<file path="config.mk">
export PLATFORM = sky130hd
export DESIGN_NAME = bus_arbiter
export DESIGN_NICKNAME = d
export VERILOG_FILES = /design/src/rtl/bus_arbiter.sv
export SDC_FILE = /design/constraint.sdc
export NUM_CORES = 1
export LEC_CHECK = 0
export CAP_MARGIN = 20
export CORE_MARGIN = 8
export CORE_UTILIZATION = 38
export CTS_BUF_LIST = sky130_fd_sc_hd__clkbuf_8 sky130_fd_sc_hd__clkbuf_16
export DETAILED_ROUTE_END_ITERATION = 7
export PLACE_DENSITY = 0.88
export SLEW_MARGIN = 0
export SYNTH_ARGS = -nofsm -noshare
export SYNTH_HDL_FRONTEND = slang
export SYNTH_SLANG_ARGS = --single-unit
</file>
<file path="constraint.sdc">
create_clock -name clock -period 1.9 [get_ports clock]
set_clock_uncertainty 0.05 [all_clocks]
set_input_delay 0.19 -clock clock [delete_from_list [all_inputs] [get_ports clock]]
set_output_delay 0.19 -clock clock [all_outputs]
set_load 0.02 [all_outputs]
</file>
<file path="src/rtl/bus_arbiter.sv">
// rtl/bus_arbiter.sv - two-requester round-robin arbiter onto main RAM, CGA RAM and BIOS ROM
module bus_arbiter #(
  parameter bit BIOS_WP = 1'b1
) (
  input  logic        clock,
  input  logic        reset,
  input  logic        m0_req,
  input  logic [19:0] m0_address,
  input  logic [7:0]  m0_wdata,
  input  logic        m0_we,
  output logic        m0_ack,
  output logic [7:0]  m0_rdata,
  output logic        m0_err,
  input  logic        m1_req,
  input  logic [19:0] m1_address,
  input  logic [7:0]  m1_wdata,
  input  logic        m1_we,
  output logic        m1_ack,
  output logic [7:0]  m1_rdata,
  output logic        m1_err,
  output logic [17:0] mem_address,
  output logic [7:0]  mem_data,
  output logic        mem_we,
  input  logic [7:0]  mem_q,
  output logic [12:0] cga_address,
  output logic [7:0]  cga_data,
  output logic        cga_we,
  input  logic [7:0]  cga_q,
  output logic [12:0] bios_address,
  input  logic [7:0]  bios_q
);

  typedef enum logic [1:0] {S_IDLE, S_ACCESS, S_LATCH, S_DONE} state_t;
  typedef enum logic [1:0] {R_MEM, R_CGA, R_BIOS, R_UNMAPPED} region_t;

  state_t      state;
  state_t      state_next;
  region_t     region_r;
  logic        grant_r;
  logic        last_grant;
  logic        we_r;
  logic        grant_valid;
  logic        grant_pick;
  logic        granted_req;
  logic [19:0] sel_address;
  logic [7:0]  sel_wdata;
  logic        sel_we;
  logic [7:0]  rdata_next;
  logic        err_next;

  function automatic region_t decode(input logic [19:0] a);
    if (a[19:18] == 2'b00) return R_MEM;
    if (a[19:13] == 7'h5C) return R_CGA;
    if (a[19:13] == 7'h78) return R_BIOS;
    return R_UNMAPPED;
  endfunction

  // On a tie the requester that was not granted last wins.
  always_comb begin
    grant_valid = m0_req | m1_req;
    grant_pick  = (m0_req && m1_req) ? ~last_grant : m1_req;
    sel_address = grant_pick ? m1_address : m0_address;
    sel_wdata   = grant_pick ? m1_wdata : m0_wdata;
    sel_we      = grant_pick ? m1_we : m0_we;
    granted_req = grant_r ? m1_req : m0_req;
  end

  always_ff @(posedge clock) begin
    if (reset) state <= S_IDLE;
    else       state <= state_next;
  end

  always_comb begin
    state_next = state;
    case (state)
      S_IDLE:   if (grant_valid) state_next = S_ACCESS;
      S_ACCESS: state_next = S_LATCH;
      S_LATCH:  state_next = S_DONE;
      S_DONE:   if (!granted_req) state_next = S_IDLE;
      default:  state_next = S_IDLE;
    endcase
  end

  always_comb begin
    mem_we     = 1'b0;
    cga_we     = 1'b0;
    rdata_next = 8'hFF;
    err_next   = 1'b0;
    if (state == S_ACCESS && we_r) begin
      mem_we = (region_r == R_MEM);
      cga_we = (region_r == R_CGA);
    end
    case (region_r)
      R_MEM:  if (!we_r) rdata_next = mem_q;
      R_CGA:  if (!we_r) rdata_next = cga_q;
      R_BIOS: begin
        if (!we_r) rdata_next = bios_q;
        err_next = we_r && BIOS_WP;
      end
      default: err_next = 1'b1;
    endcase
  end

  // Downstream buses are loaded only when a grant is taken, so they hold between transactions.
  always_ff @(posedge clock) begin
    if (reset) begin
      last_grant   <= 1'b1;
      grant_r      <= 1'b0;
      we_r         <= 1'b0;
      region_r     <= R_MEM;
      mem_address  <= '0;
      cga_address  <= '0;
      bios_address <= '0;
      mem_data     <= '0;
      cga_data     <= '0;
      m0_ack       <= 1'b0;
      m1_ack       <= 1'b0;
      m0_rdata     <= 8'hFF;
      m1_rdata     <= 8'hFF;
      m0_err       <= 1'b0;
      m1_err       <= 1'b0;
    end else begin
      if (state == S_IDLE && grant_valid) begin
        grant_r      <= grant_pick;
        last_grant   <= grant_pick;
        we_r         <= sel_we;
        region_r     <= decode(sel_address);
        mem_address  <= sel_address[17:0];
        cga_address  <= sel_address[12:0];
        bios_address <= sel_address[12:0];
        mem_data     <= sel_wdata;
        cga_data     <= sel_wdata;
      end
      if (state == S_LATCH) begin
        if (grant_r) begin
          m1_rdata <= rdata_next;
          m1_err   <= err_next;
        end else begin
          m0_rdata <= rdata_next;
          m0_err   <= err_next;
        end
      end
      m0_ack <= (state == S_DONE) && !grant_r && m0_req;
      m1_ack <= (state == S_DONE) && grant_r && m1_req;
    end
  end

endmodule

</file>
==> metrics.txt <==
status finished, final reports clean; vias in the first global route around 2800; Flop pwr share 30.1%; cell family with most CP delay buffers and inverters; # nets final around 550; area grow syn2layout 55.8%; Vias roughly 2900; Finished Cell Area ~4400 sq um; drt first pass iters 4; die width 102 um; clk root buf clkbuf_8; synthesized area about 2800 sq um; Setup TNS Final 0 ps; Routability Congestion approximately 0.84; critical path launch point type flop; final number of hold-violating endpoints 0; drt wl/cell 17.4 um; RSZ-0062 raised after global routing false; post-synthesis cell type count 38; ys async rst share 0%; Reg clk slew, reported paths about 90 ps; Tot Pwr roughly 5.6 mW; core area around 7300 sq um; Worst Path Arrival between 1000 and 1500 ps; DRT iter0 DRCs 140; Max-cap violations 0; Final period util about nine tenths; dominant synthesized flop cell dfxtp_1; post-DP HPWL 7850 um; Longest Clk Path Bufs 2; CTS tree yes; EDFF count, synth 0; Routed WL between 9000 and 10000 um; Bufs and invs on worst path 2; combinational power share between 50 and 60%; first-pass GRT wire length 14500 um; Crit-path slowest cell dfxtp_1; initial antenna violation count 0; Site Rows 31; Ant. Diodes 0; share of cells above drive strength 1 about 8.7%; pin count of the biggest net entering global routing 48; Clk network pwr share 11.5%; leakage ~1.6 nW; Max Clk Rate approximately 590 MHz; Final ANT Viol Nets 0; CP Class flop to output port; count of clock tree sinks 53; switch share about 42%; Synth Instances around 340; Post-CTS Setup Bufs 0; # IOs between 150 and 200; Placed Cells 552; post-synth net total 426; # setup viols final 0; H-Tree Depth 2; gr ovfl total 0; Non-Filler Instances 560; count of input and output buffers about 170; HP Class input pin to flop; max incr delay on CP around 380 ps; syn avg cell area ~8.5 sq um; peak fanout along the critical path 4; Die H between 100 and 150 um; post-synthesis register bit count 53; Post-DP Area about 4300 sq um; min Tclk post-route ~1700 ps; P_sw about 2.4 mW; pwr dens 1260 nW/um^2; insertion delay to the later sink of the worst-skew pair 290 ps; drc violations 0; critical path cell sequence inv_1 > ha_1 > and4b_1 > dlygate4sd2_1; crit end category output port; Max rail drop VDD slightly above 600 uV; total CTS buffers 5; DR vias/cell approximately 5; Final Max Slew Viols 0; Yosys warnings 0; Worst slew margin just under 60%; worst slew pin tran around 630 ps; total die area ~11000 sq um; Initial Utilization between 30% and 40%; sequential area share after synthesis about 37%; Critical Path RT approximately 1700 ps; total track usage 17.5%; Internal Power ~3.2 mW
## state kept, by name, summed over array words and instances, names as in the netlist
name / cells
state: 2
grant_r: 1
cga_data: 8
last_grant: 1
we_r: 1
region_r: 2
m0_ack: 1
mem_address: 18
m0_rdata: 8
m1_rdata: 8
m1_ack: 1
m1_err: 1
m0_err: 1
## power groups by stage
stage	logic (mW)	registers [mW]	clock network [mW]
after floorplan	1.92	1.92	0
after global placement	3.17	1.68	0
after detailed placement	3.27	1.71	0
after CTS	3.28	1.68	0.668
after global routing	3.47	1.73	0.727
final	3.26	1.68	0.643
## synthesized netlist by cell type, types with 3 or more instances
library cell | number | area share, %
inv_1 | 3 | 0.40
dfxtp_1 | 53 | 37
nor4b_1 | 3 | 0.92
buf_6 | 5 | 2.0
buf_2 | 5 | 0.88
buf_4 | 37 | 9.8
ha_1 | 5 | 2.2
clkbuf_1 | 9 | 1.2
a311oi_1 | 12 | 3.7
o22a_1 | 8 | 2.5
a21oi_1 | 19 | 3.3
nor3_1 | 16 | 2.8
a311oi_2 | 15 | 7.9
mux2_1 | 9 | 3.6
nor2_1 | 50 | 6.6
nand2_1 | 58 | 7.7
## cell type report
type / instances / area [sq um]
clock buffers: 5 / 68.8
clock inverters: 3 / 22.5
fillers: 626 / 2830
inverters: 3 / 11.3
multi-input cells: 221 / 1370
flip-flops and latches: 53 / 1060
well taps: 99 / 124
repair buffers: 176 / 1770
## path summary, 6_finish.rpt
| path | depth (start not counted) | end | slack [ps] | start |
|---|---|---|---|---|
| setup / recovery | 4 | cga_we | 200 | state[1] |
| hold / removal | 2 | m0_err | 350 | reset |
| setup reg to reg | 6 | mem_address[11] | 220 | state[0] |
| hold reg to reg | 2 | m1_err | 460 | m1_err |
## layout by cell type, fill, tap and decap left out, types with 8 or more instances in the layout
cell type,count
a21oi_1,19
dfxtp_1,52
o22a_1,8
nand2_1,58
a311oi_1,12
nor3_1,16
nor2_1,50
clkdlybuf4s50_1,164
mux2_1,9
a311oi_2,15
## cells by family (layout without fill, tap and decap cells)
family	count (synthesis)	after routing	share of synthesized area, %
AO/OA/AOI/OAI	65	65	20.5
multiplexers	10	10	3.92
AND/OR/NAND/NOR	141	141	21.6
adder cells (fa/ha/maj)	5	5	2.20
flip-flops	53	53	37.3
buffers and inverters	61	187	14.5
## timing repair
| item | 4_1_cts | 5_1_grt |
|---|---|---|
| gates resized for setup | 3 | 4 |
| setup endpoints to repair | 2 | 2 |
| hold endpoints to repair | 0 | 0 |
| hold buffers | 0 | 0 |
## per-stage QoR
stage               hold WS [ps]  worst slack (ps)  util (%)
detailed placement           447              53.7      59.8
CTS                          337              74.0      61.1
floorplan                    296               381         -
global route                 362              63.2      61.0
global placement             432               163      59.8
finish                       351               201      61.0
## metal layers
metal,GRT usage [%],wire (um),vias up
met1,18.6,3630,1341
met2,32.7,5020,136
met4,6.66,276,0
met5,0,0,-
li1,-,-,1381
met3,3.98,804,20
No activity file was read; power rests on OpenSTA's default activity.
